--- config.mk ---
export PLATFORM = sky130hd
export DESIGN_NAME = operand_fetch
export DESIGN_NICKNAME = d
export VERILOG_FILES = /design/src/rtl/opfetch_pkg.sv /design/src/rtl/opfetch_bypass_mux.sv /design/src/rtl/operand_fetch.sv
export SDC_FILE = /design/constraint.sdc
export NUM_CORES = 1
export LEC_CHECK = 0
export CORE_AREA = 2 2 119 121
export DETAILED_ROUTE_END_ITERATION = 16
export DIE_AREA = 0 0 121 123
export GPL_TIMING_DRIVEN = 1
export PLACE_DENSITY = 0.84
export SETUP_SLACK_MARGIN = 0.5
export SLEW_MARGIN = 20
export SYNTH_ARGS = -nofsm -noshare
export SYNTH_HDL_FRONTEND = slang
export SYNTH_SLANG_ARGS = --single-unit
export TNS_END_PERCENT = 1
--- constraint.sdc ---
create_clock -name clk -period 3.33 [get_ports clk]
set_input_delay 0.666 -clock clk [delete_from_list [all_inputs] [get_ports clk]]
set_output_delay 0.666 -clock clk [all_outputs]
set_load 0.05 [all_outputs]
--- src/rtl/opfetch_pkg.sv ---
// opfetch_pkg: shared constants and types for the decode-stage operand reader.
// Holds operand/address widths, the $0 register number and the bypass-select enum.
package opfetch_pkg;

    localparam int DATA_W = 32;
    localparam int REG_AW = 5;

    localparam logic [REG_AW-1:0] REG_ZERO = '0;

    typedef enum logic [1:0] {
        SEL_EX,
        SEL_MEM,
        SEL_WB,
        SEL_RF
    } bypass_sel_t;

endpackage

--- src/rtl/opfetch_bypass_mux.sv ---
// opfetch_bypass_mux: per-operand producer match and operand select.
// Ports: src/src_use (operand), rf_rdata, EX/MEM/WB producer views, data + hazard out.
// Option: OPFETCH_BYPASS_EN selects forwarding; undefined -> stall on any match.
module opfetch_bypass_mux
    import opfetch_pkg::*;
#(
    parameter int DATA_W = opfetch_pkg::DATA_W,
    parameter int REG_AW = opfetch_pkg::REG_AW
) (
    input  logic [REG_AW-1:0] src,
    input  logic              src_use,
    input  logic [DATA_W-1:0] rf_rdata,
    input  logic              ex_valid,
    input  logic              ex_is_load,
    input  logic [REG_AW-1:0] ex_wdest,
    input  logic [DATA_W-1:0] ex_result,
    input  logic              mem_valid,
    input  logic [REG_AW-1:0] mem_wdest,
    input  logic [DATA_W-1:0] mem_result,
    input  logic              wb_valid,
    input  logic [REG_AW-1:0] wb_wdest,
    input  logic [DATA_W-1:0] wb_wdata,
    output logic [DATA_W-1:0] data,
    output logic              hazard
);

    // $0 is hard-wired, so a read of it never depends on a producer
    logic live;
    logic ex_hit;
    logic mem_hit;
    logic wb_hit;

    assign live    = src_use && (src != REG_AW'(REG_ZERO));
    assign ex_hit  = live && ex_valid && (ex_wdest == src);
    assign mem_hit = live && mem_valid && (mem_wdest == src);
    assign wb_hit  = live && wb_valid && (wb_wdest == src);

`ifdef OPFETCH_BYPASS_EN
    bypass_sel_t sel;

    // Youngest producer wins when several stages write the same register
    always_comb begin
        sel = SEL_RF;
        if (ex_hit)
            sel = SEL_EX;
        else if (mem_hit)
            sel = SEL_MEM;
        else if (wb_hit)
            sel = SEL_WB;
    end

    always_comb begin
        data = rf_rdata;
        unique case (sel)
            SEL_EX:  data = ex_result;
            SEL_MEM: data = mem_result;
            SEL_WB:  data = wb_wdata;
            SEL_RF:  data = rf_rdata;
        endcase
    end

    // Load data only exists once the load reaches MEM
    assign hazard = ex_hit && ex_is_load;
`else
    logic unused_bypass;

    assign unused_bypass = ^{ex_result, mem_result, wb_wdata, ex_is_load};
    assign data          = rf_rdata;
    assign hazard        = ex_hit || mem_hit || wb_hit;
`endif

endmodule

--- src/rtl/operand_fetch.sv ---
// operand_fetch: reads rs/rt, resolves RAW hazards by bypass or interlock, holds ID/EX.
// Ports: IF/ID handshake + sources, register file read port, EX/MEM/WB producers,
// ID/EX outputs, stall_cnt. Option: OPFETCH_BYPASS_EN enables forwarding.
module operand_fetch
    import opfetch_pkg::*;
#(
    parameter int DATA_W = opfetch_pkg::DATA_W,
    parameter int REG_AW = opfetch_pkg::REG_AW,
    parameter int CNT_W  = 32
) (
    input  logic              clk,
    input  logic              resetn,
    input  logic              id_valid,
    output logic              id_ready,
    input  logic [REG_AW-1:0] id_rs,
    input  logic [REG_AW-1:0] id_rt,
    input  logic              id_use_rs,
    input  logic              id_use_rt,
    input  logic [REG_AW-1:0] id_wdest,
    input  logic              id_is_load,
    output logic [REG_AW-1:0] rf_raddr1,
    output logic [REG_AW-1:0] rf_raddr2,
    input  logic [DATA_W-1:0] rf_rdata1,
    input  logic [DATA_W-1:0] rf_rdata2,
    input  logic [DATA_W-1:0] ex_result,
    input  logic              mem_valid,
    input  logic [REG_AW-1:0] mem_wdest,
    input  logic [DATA_W-1:0] mem_result,
    input  logic              wb_valid,
    input  logic [REG_AW-1:0] wb_wdest,
    input  logic [DATA_W-1:0] wb_wdata,
    input  logic              ex_allowin,
    output logic              ex_valid,
    output logic [DATA_W-1:0] ex_src1,
    output logic [DATA_W-1:0] ex_src2,
    output logic [REG_AW-1:0] ex_wdest,
    output logic              ex_is_load,
    output logic [CNT_W-1:0]  stall_cnt
);

    logic [DATA_W-1:0] src1;
    logic [DATA_W-1:0] src2;
    logic              haz1;
    logic              haz2;
    logic              stall;

    assign rf_raddr1 = id_rs;
    assign rf_raddr2 = id_rt;

    opfetch_bypass_mux #(.DATA_W(DATA_W), .REG_AW(REG_AW)) u_mux1 (
        .src        (id_rs),
        .src_use    (id_use_rs),
        .rf_rdata   (rf_rdata1),
        .ex_valid   (ex_valid),
        .ex_is_load (ex_is_load),
        .ex_wdest   (ex_wdest),
        .ex_result  (ex_result),
        .mem_valid  (mem_valid),
        .mem_wdest  (mem_wdest),
        .mem_result (mem_result),
        .wb_valid   (wb_valid),
        .wb_wdest   (wb_wdest),
        .wb_wdata   (wb_wdata),
        .data       (src1),
        .hazard     (haz1)
    );

    opfetch_bypass_mux #(.DATA_W(DATA_W), .REG_AW(REG_AW)) u_mux2 (
        .src        (id_rt),
        .src_use    (id_use_rt),
        .rf_rdata   (rf_rdata2),
        .ex_valid   (ex_valid),
        .ex_is_load (ex_is_load),
        .ex_wdest   (ex_wdest),
        .ex_result  (ex_result),
        .mem_valid  (mem_valid),
        .mem_wdest  (mem_wdest),
        .mem_result (mem_result),
        .wb_valid   (wb_valid),
        .wb_wdest   (wb_wdest),
        .wb_wdata   (wb_wdata),
        .data       (src2),
        .hazard     (haz2)
    );

    assign stall = id_valid && (haz1 || haz2);

    // Nothing is accepted while reset holds the pipeline register clear
    assign id_ready = resetn && id_valid && !stall && (!ex_valid || ex_allowin);

    always_ff @(posedge clk) begin
        if (!resetn) begin
            ex_valid   <= 1'b0;
            ex_src1    <= '0;
            ex_src2    <= '0;
            ex_wdest   <= '0;
            ex_is_load <= 1'b0;
            stall_cnt  <= '0;
        end else begin
            if (id_ready) begin
                ex_valid   <= 1'b1;
                ex_src1    <= src1;
                ex_src2    <= src2;
                ex_wdest   <= id_wdest;
                ex_is_load <= id_is_load;
            end else if (ex_allowin) begin
                ex_valid <= 1'b0;
            end
            if (stall && (stall_cnt != '1))
                stall_cnt <= stall_cnt + CNT_W'(1);
        end
    end

endmodule

# Word level (Yosys, flattened, before mapping)
# Cells that the tools add are included.
# Widths: inputs -> output; s select.
[word_totals]
ramBits = 0
mem_count = 0
inputBits = 194
register_bits = 103
wordCells = 46
out_inout_bits = 114
mem_bits_ro = 0
latch_bits = 0
[op_classes]
n_mux = 2
multipliers = 0
div = 0
shifts = 0
n_eq_ne = 7
add_sub_neg = 1
n_reduce_logical = 30
n_bitwise = 0
magnitude_cmp = 0
[op_table]
columns = ["cell", "count"]
rows = [
  ["$add 32x1->32 const B", 1],
  ["$ne 32x32->1 const B", 1],
  ["$eq 5x5->1", 6],
  ["$logic_and 1x1->1", 19],
  ["$reduce_bool 5->1", 2],
  ["$logic_or 1x1->1", 6],
  ["$logic_not 1->1", 2],
  ["$mux 1", 2],
  ["$reduce_bool 2->1", 1],
]

# Depth between registers and ports, before layout
# Gate-level depths: netlist (run 1).
[depth]
word_depth = 12
depth_mapped = 11
ltp_nobuf = 8

# Hierarchy
# From an unflattened synthesis (run 1), not the netlist that was laid out.
[unflattened]
hier_cells = 642
area_unflattened_um2 = 5102.4
[by_module_without_submodules]
columns = ["mod", "area_per_inst_um2", "cells_per_inst", "n_inst"]
rows = [
  ["operand_fetch", 4241.6, 530, 1],
  ["opfetch_bypass_mux", 430.4, 56, 2],
]

# Worst setup path before layout (run 1)
# No wires, ideal clock.
[synth_path]
path_type = "input to output"
from = "input id_rt[0]"
to = "output id_ready"
arrival_time_ns = 2.306
n_path_buf = 2
path_slack_ns = 0.358
t_required_ns = 2.664
stages = 7
path_cell_list = "or4_1 > o21ai_0 > a31oi_1 > or2_1 > nor2_2 > buf_2 > buf_2"
[synth_via]
elab_chain_len = 11
elab_cells_between_ends = 18
classes_between = "eq/ne: 3; reduce/logical: 15"
[synth_rtl]
columns = ["element", "line_no", "text"]
rows = [
  ["start: declaration", "operand_fetch.sv:16", "input logic [REG_AW-1:0] id_rt,"],
  ["$reduce_bool 5->1", "opfetch_bypass_mux.sv:33", "assign live = src_use && (src != REG_AW'(REG_ZERO));"],
  ["$logic_and 1x1->1", "opfetch_bypass_mux.sv:33", ""],
  ["$logic_and 1x1->1 (on tied branches) (2 in a row)", "opfetch_bypass_mux.sv:34, opfetch_bypass_mux.sv:35", ""],
  ["$logic_or 1x1->1", "opfetch_bypass_mux.sv:69", "assign hazard = ex_hit || mem_hit || wb_hit;"],
  ["$logic_or 1x1->1 *", "opfetch_bypass_mux.sv:69", ""],
  ["$logic_or 1x1->1 *", "operand_fetch.sv:86", "assign stall = id_valid && (haz1 || haz2);"],
  ["$logic_and 1x1->1 *", "operand_fetch.sv:86", ""],
  ["$logic_not 1->1 *", "operand_fetch.sv:89", "assign id_ready = resetn && id_valid && !stall && (!ex_valid || ex_allowin);"],
  ["$logic_and 1x1->1 * (2 in a row)", "operand_fetch.sv:89", ""],
  ["end: declaration", "operand_fetch.sv:14", "output logic id_ready,"],
]
# Every way passes the cells marked *; elsewhere a longest branch is shown, timed or not.

# Worst setup path after layout (run 1)
[layout_path]
from = "input id_rt[3]"
to = "output id_ready"
# Same word-level chain as after synthesis.

==> impl_metrics.env, run 1 <==
export IMPL_run_status="complete, no violations"
export IMPL_largest_family_of_logic_cells_by_synthesized_area="simple AND/OR/NAND/NOR gates"
export IMPL_startpoint_type="primary input"
export IMPL_via_count_of_the_first_global_routing_pass=4339
export IMPL_cts_sink_count=103
export IMPL_yosys_area_share_simple_pct=24.67
export IMPL_grt_remaining_overflow=0
export IMPL_report_final_setup_viol=0
export IMPL_place_detailed_hpwl_mm=9.617
export IMPL_crit_path_cell_trace="buf_2, or4_4, o21ai_2, a31oi_2, or2_4, nor2_4, buf_12"
export IMPL_final_cell_count_no_fill=944
export IMPL_chipWidth_um=121
export IMPL_layout_nets=955
export IMPL_post_synth_fa_ha_maj_area_fraction_pct=0.2849
export IMPL_initial_utilization_pct=32.26
export IMPL_layout_area_overhead_vs_synth_pct=59.83
export IMPL_drt_pass1_iterations=4
export IMPL_final_period_utilization_pct=83.29
export IMPL_syn_mean_instance_area_um2=7.913
export IMPL_synth_cells=555
export IMPL_number_of_antenna_violations_at_the_first_check_in_global_routing=0
export IMPL_min_delay_path_class="register to register"
export IMPL_finalHoldViolations=0
export IMPL_yosysSeqAreaShare_pct=46.95
export IMPL_end_kind="primary output"
export IMPL_max_vdd_ir_drop_v=0.0002986
export IMPL_std_cell_rows=43
export IMPL_power_density_nw_per_um2=438.4
export IMPL_place_congestion=0.8035
export IMPL_ant_nets=0
export IMPL_n_fill_cell=1267
export IMPL_seqCellArea_um2=2062
export IMPL_required_ns=2.66
export IMPL_tightest_slew_ns=0.9729
export IMPL_max_slew_margin_rel_pct=35.07
export IMPL_synth_compound_gate_area_share_pct=14.42
export IMPL_grt_setup_unrepaired="no"
export IMPL_synth_ff_latch_count=103
export IMPL_antenna_diode_count=0
export IMPL_cts_buffers=9
export IMPL_number_of_remaining_drc_errors=0
export IMPL_post_synth_num_cell_types=33
export IMPL_die_outline_area_um2=14880
export IMPL_h_tree_depth_reported_by_cts=3
export IMPL_grt_pass1_wl_mm=20.60
export IMPL_floorplan_io_pins=308
export IMPL_core_area_um2=13610
export IMPL_maxClockFrequency_mhz=360.5
export IMPL_post_synth_xor_area_fraction_pct=7.778
export IMPL_cts_root_buffer="clkbuf_16"
export IMPL_io_buffer_count=211
export IMPL_vias_per_cell=4.760
export IMPL_detail_route_wl_per_cell_um=13.59
export IMPL_timing_max_transition_violations_final=0
export IMPL_max_cap_viol_count=0
export IMPL_cp_data_arrival_time_ns=2.11
export IMPL_leakage_nw=2.524
export IMPL_cts_hold_fix_buffers=0
export IMPL_placedCellCount=927
export IMPL_clock_latency_ns=0.34
export IMPL_crit_path_top_delay_cell="or4_4"
export IMPL_cpPeakStageDelay_ns=0.53
export IMPL_clock_edge_transition_at_the_registers_on_the_reported_setup_and_hold_paths_ns=0.07
export IMPL_synth_nets=750
export IMPL_final_clock_skew_ns=0.008197
export IMPL_clockBufferDepth=2
export IMPL_gr_usage_all_layers_pct=17.31
export IMPL_pin_count_of_the_biggest_net_entering_global_routing=77
export IMPL_drt_first_iter_violations=296
export IMPL_synth_mux_area_fraction_pct=0.2279
export IMPL_period_minus_slack_ns=2.774
export IMPL_synth_cell_area_um2=4392
export IMPL_die_height_um=123
export IMPL_critical_path_class="primary input to primary output"
export IMPL_ys_warnings_count=0
export IMPL_path_max_fanout=4
export IMPL_wl_mm=12.83
export IMPL_multiInputGateArea_um2=2142
export IMPL_detailroute_via_count=4493
export IMPL_layout_drive_gt1_share_pct=8.770
export IMPL_cts_tree="built"
export IMPL_layout_cell_area_non_filler_um2=7019
export IMPL_total_placed_instance_area_um2=6709
export IMPL_r2r_slack_ns=0.86
[cell type report]
type                       instances  area share (%)
timing repair buffer             237           32.50
multi-input combinational        402           30.52
inverter                           7          0.3743
clock inverter                     4          0.4278
tap                              180           3.209
clock buffer                      11           3.601
sequential                       103           29.38
[metrics by stage]
stage                     setup TNS (ns)  total power [mW]  hold WS (ns)  worst slack, ns  utilization, %
after floorplan                        0             1.779        0.6709           0.5006               -
after global placement           -0.7126             2.090        0.4426          -0.1091           49.29
after detailed placement          -1.110             2.100        0.4497          -0.1346           49.29
after CTS                              0             3.115        0.4600           0.5270           51.33
after global routing                   0             3.215        0.4789           0.4935           51.57
final                                  0             3.077        0.4550           0.5563           51.57
[critical path, delay by kind of cell]
kind                   cells  cell delay, ns
AO/OA/AOI/OAI              2            0.19
buffers and inverters      2            0.28
AND/OR/NAND/NOR            3            0.97
[cells in the mapped netlist, drive strengths merged]
cell type / count / share of area (%)
a21oi: 21 / 2.4
a31oi: 3 / 0.57
and2: 4 / 0.57
and3: 4 / 0.57
and4: 2 / 0.40
buf: 24 / 3.4
clkbuf: 19 / 1.7
dfxtp: 103 / 47
ha: 1 / 0.28
inv: 7 / 0.60
mux2i: 1 / 0.23
nand2: 157 / 13
nand2b: 2 / 0.28
nand3: 17 / 2.1
nand4: 7 / 1.0
nor2: 13 / 1.2
nor2b: 1 / 0.14
nor3: 1 / 0.23
nor4: 7 / 1.0
o21ai: 89 / 10
o311ai: 2 / 0.40
o31ai: 3 / 0.51
o41ai: 2 / 0.40
or2: 1 / 0.14
or3: 20 / 2.8
or4: 5 / 0.85
xnor2: 7 / 1.4
xor2: 32 / 6.4
[registers in the layout (all words and copies together) (netlist names)]
| name | flops |
|---|---|
| ex_src1 | 32 |
| ex_valid | 1 |
| ex_wdest | 5 |
| ex_is_load | 1 |
| ex_src2 | 32 |
| stall_cnt | 32 |
[timing repair]
item,4_1_cts,5_1_grt
endpoints found under the hold margin,0,0
setup endpoints to repair,98,10
pin swaps,17,8
buffers inserted,2,0
gates resized for setup,54,17
[worst paths after layout]
| kind | startpoint | to | depth (start not counted) |
|---|---|---|---|
| max | id_rt[3] | id_ready | 7 |
| min reg2reg | ex_src2[26] | ex_src2[26] | 2 |
| max reg2reg | ex_wdest[1] | stall_cnt[20] | 10 |
| min | ex_src2[26] | ex_src2[26] | 2 |
[where the power goes]
part	switching [mW]	internal [mW]	total (mW)
clock	0.459	0.547	1.01
combinational	0.443	0.286	0.729
sequential	0.0404	1.30	1.34
[layer usage]
| layer | share of wire, % | routed length, um | up-vias | global-route usage, % |
|---|---|---|---|---|
| met3 | 8.1 | 1033 | 20 | 6.273 |
| met1 | 42 | 5333 | 2042 | 20.35 |
| li1 | - | - | 2269 | - |
| met4 | 2.2 | 280 | 0 | 6.468 |
| met2 | 48 | 6178 | 162 | 28.97 |
| met5 | 0 | 0 | - | 0 |
[cells in the final DEF, fill, tap and decap left out, types with 2 or more instances in the layout]
cell type        netlist  routed
or4_4                  0       2
and4_1                 2       2
inv_1                  7       7
nand4_1                7       7
clkbuf_8               0       2
or3_1                 20      20
buf_4                 12      27
nand3_1               16      16
clkdlybuf4s50_1        0     190
nor2_1                12      12
and3_1                 4       4
o21ai_2                0       2
nor4_1                 7       4
a31oi_2                1       3
buf_12                 0       2
or4_1                  5       3
clkbuf_16              0       9
a21oi_1               21      21
o311ai_0               2       2
dfxtp_1              103     103
nand2b_1               2       2
o21ai_0               89      87
xor2_1                32      32
xnor2_1                7       7
nand2_1              157     157
and2_1                 4       4
o41ai_1                2       2
buf_2                 12       7
dlygate4sd2_1          0       9
o31ai_1                3       3
nor4_2                 0       3
[cell families (layout without fill, tap and decap cells)]
kind of cell    Yosys count  in the layout
xor+xnor                 39             39
buf+inv                  50            259
simple gates            241            241
mux                       1              1
fa+ha+maj                 1              1
flops                   103            103
compound gates          120            120
No activity file was read; power rests on OpenSTA's default activity.
==> run 2, diff against run 1 <==
- clock period: 3.33 -> 2.7 ns (I/O delays scaled with it)
==> impl_metrics.env, run 2 (synthesis results as in run 1) <==
export IMPL_run_status="complete, no violations"
export IMPL_min_delay_path_class="register to register"
export IMPL_final_period_utilization_pct=94.66
export IMPL_maxClockFrequency_mhz=391.3
export IMPL_h_tree_depth_reported_by_cts=3
export IMPL_report_final_setup_viol=0
export IMPL_period_minus_slack_ns=2.556
export IMPL_cts_sink_count=103
export IMPL_layout_drive_gt1_share_pct=13.81
export IMPL_detail_route_wl_per_cell_um=13.30
export IMPL_pre_cts_slack_ns=-0.6051
export IMPL_max_vdd_ir_drop_v=0.0004276
export IMPL_std_cell_rows=43
export IMPL_worst_path_buf_inv=3
export IMPL_layout_setup_ws_ns=0.1442
export IMPL_layout_cell_area_non_filler_um2=7158
export IMPL_wl_mm=12.70
export IMPL_total_placed_instance_area_um2=6810
export IMPL_layout_common_cells="clkdlybuf4s50_1, nand2_1, o21ai_0"
export IMPL_worst_path_dominant_cell_family="simple AND/OR/NAND/NOR gates"
export IMPL_place_detailed_hpwl_mm=9.295
export IMPL_final_clock_skew_ns=0.009097
export IMPL_layout_nets=965
export IMPL_drt_first_iter_violations=236
export IMPL_io_buffer_count=211
export IMPL_path_max_fanout=4
export IMPL_end_kind="primary output"
export IMPL_grt_setup_unrepaired="yes"
export IMPL_top_regs="ex_src1 (32), ex_src2 (32), stall_cnt (32)"
export IMPL_number_of_remaining_drc_errors=0
export IMPL_r2r_start="ex_wdest[0]"
export IMPL_pin_count_of_the_biggest_net_entering_global_routing=74
export IMPL_most_frequent_standard_cell_in_the_layout_excluding_fill_and_tap_cells="clkdlybuf4s50_1"
export IMPL_cts_root_buffer="clkbuf_16"
export IMPL_max_cap_viol_count=0
export IMPL_detailroute_via_count=4456
export IMPL_die_outline_area_um2=14880
export IMPL_grt_pass1_wl_mm=20.49
export IMPL_layout_area_overhead_vs_synth_pct=62.99
export IMPL_clockBufferDepth=2
export IMPL_clock_latency_ns=0.35
export IMPL_number_of_antenna_violations_at_the_first_check_in_global_routing=0
export IMPL_die_height_um=123
export IMPL_finalHoldViolations=0
export IMPL_leakage_nw=2.612
export IMPL_drt_pass1_iterations=4
export IMPL_critical_path_class="primary input to primary output"
export IMPL_crit_path_top_delay_cell="or4_4"
export IMPL_chipWidth_um=121
export IMPL_max_slew_margin_rel_pct=48.89
export IMPL_floorplan_io_pins=308
export IMPL_timing_hold_worst_start="ex_src1[13]"
export IMPL_startpoint_type="primary input"
export IMPL_required_ns=2.16
export IMPL_critPathMostFrequentCell="buf_12"
export IMPL_initial_utilization_pct=32.26
export IMPL_timing_max_transition_violations_final=0
export IMPL_via_count_of_the_first_global_routing_pass=4167
export IMPL_core_area_um2=13610
export IMPL_antenna_diode_count=0
export IMPL_hold_ws_ns=0.4551
export IMPL_cts_tree="built"
export IMPL_ant_nets=0
export IMPL_critical_path_startpoint="id_rs[0]"
export IMPL_power_density_nw_per_um2=555.0
export IMPL_crit_path_cell_trace="buf_4, or4_4, o21ai_2, a31oi_2, or2_4, nor2_4, buf_12, buf_12"
export IMPL_place_congestion=0.8500
export IMPL_n_fill_cell=1255
export IMPL_grt_remaining_overflow=0
export IMPL_cts_buffers=9
export IMPL_vias_per_cell=4.666
export IMPL_clock_edge_transition_at_the_registers_on_the_reported_setup_and_hold_paths_ns=0.07
export IMPL_cp_data_arrival_time_ns=2.02
export IMPL_gr_usage_all_layers_pct=17.27
export IMPL_tightest_slew_ns=0.7666
export IMPL_cpPeakStageDelay_ns=0.52
-- run 2: timing repair --
item,in CTS,in global routing
gates resized for setup,73,16
hold buffers,0,0
buffers inserted,3,0
pin swaps,15,11
endpoints found under the setup margin,103,106
-- run 2: layout make-up --
| type | instances | area [um^2] | area share [%] |
|---|---|---|---|
| Tap cell | 180 | 225.2 | 3.146 |
| Clock inverter | 4 | 76.32 | 1.066 |
| Clock buffer | 12 | 246.5 | 3.443 |
| Inverter | 7 | 26.28 | 0.3671 |
| Timing Repair Buffer | 247 | 2374 | 33.16 |
| Multi-Input combinational cell | 402 | 2127 | 29.72 |
| Sequential cell | 103 | 2083 | 29.10 |
-- run 2: worst min-delay path, stage by stage (launching register included) --
cell	delay [ns]
dfxtp_1	0.31
nand2_1	0.05
o21ai_0	0.05
-- run 2: final timing paths --
check	to	slack, ns	cells after the start
worst max register to register	stall_cnt[15]	0.32	10
worst min-delay path	ex_src1[13]	0.46	2
worst max-delay path	id_ready	0.14	8
worst min register to register	ex_src1[13]	0.46	2
-- run 2: routing by layer --
| metal | vias up | GRT usage, % | routed length, um |
|---|---|---|---|
| li1 | 2285 | - | - |
| met1 | 2007 | 21.57 | 5518 |
| met2 | 148 | 27.74 | 6019 |
| met3 | 16 | 6.181 | 965 |
| met4 | 0 | 5.741 | 199 |
| met5 | - | 0 | 0 |
-- run 2: power breakdown --
group,total (mW),internal (mW),switching (mW)
registers,1.65,1.61,0.0476
logic,0.916,0.366,0.550
clock network,1.40,0.842,0.560
-- run 2: stage by stage --
step	instances	setup TNS (ns)	total power [mW]	utilization, %
floorplan	555	0	2.199	-
CTS	955	0	4.027	52.40
global route	955	0	4.152	52.59
finish	955	0	3.973	52.59
detailed placement	936	-38.81	2.605	50.03
global placement	936	-36.20	2.595	50.03
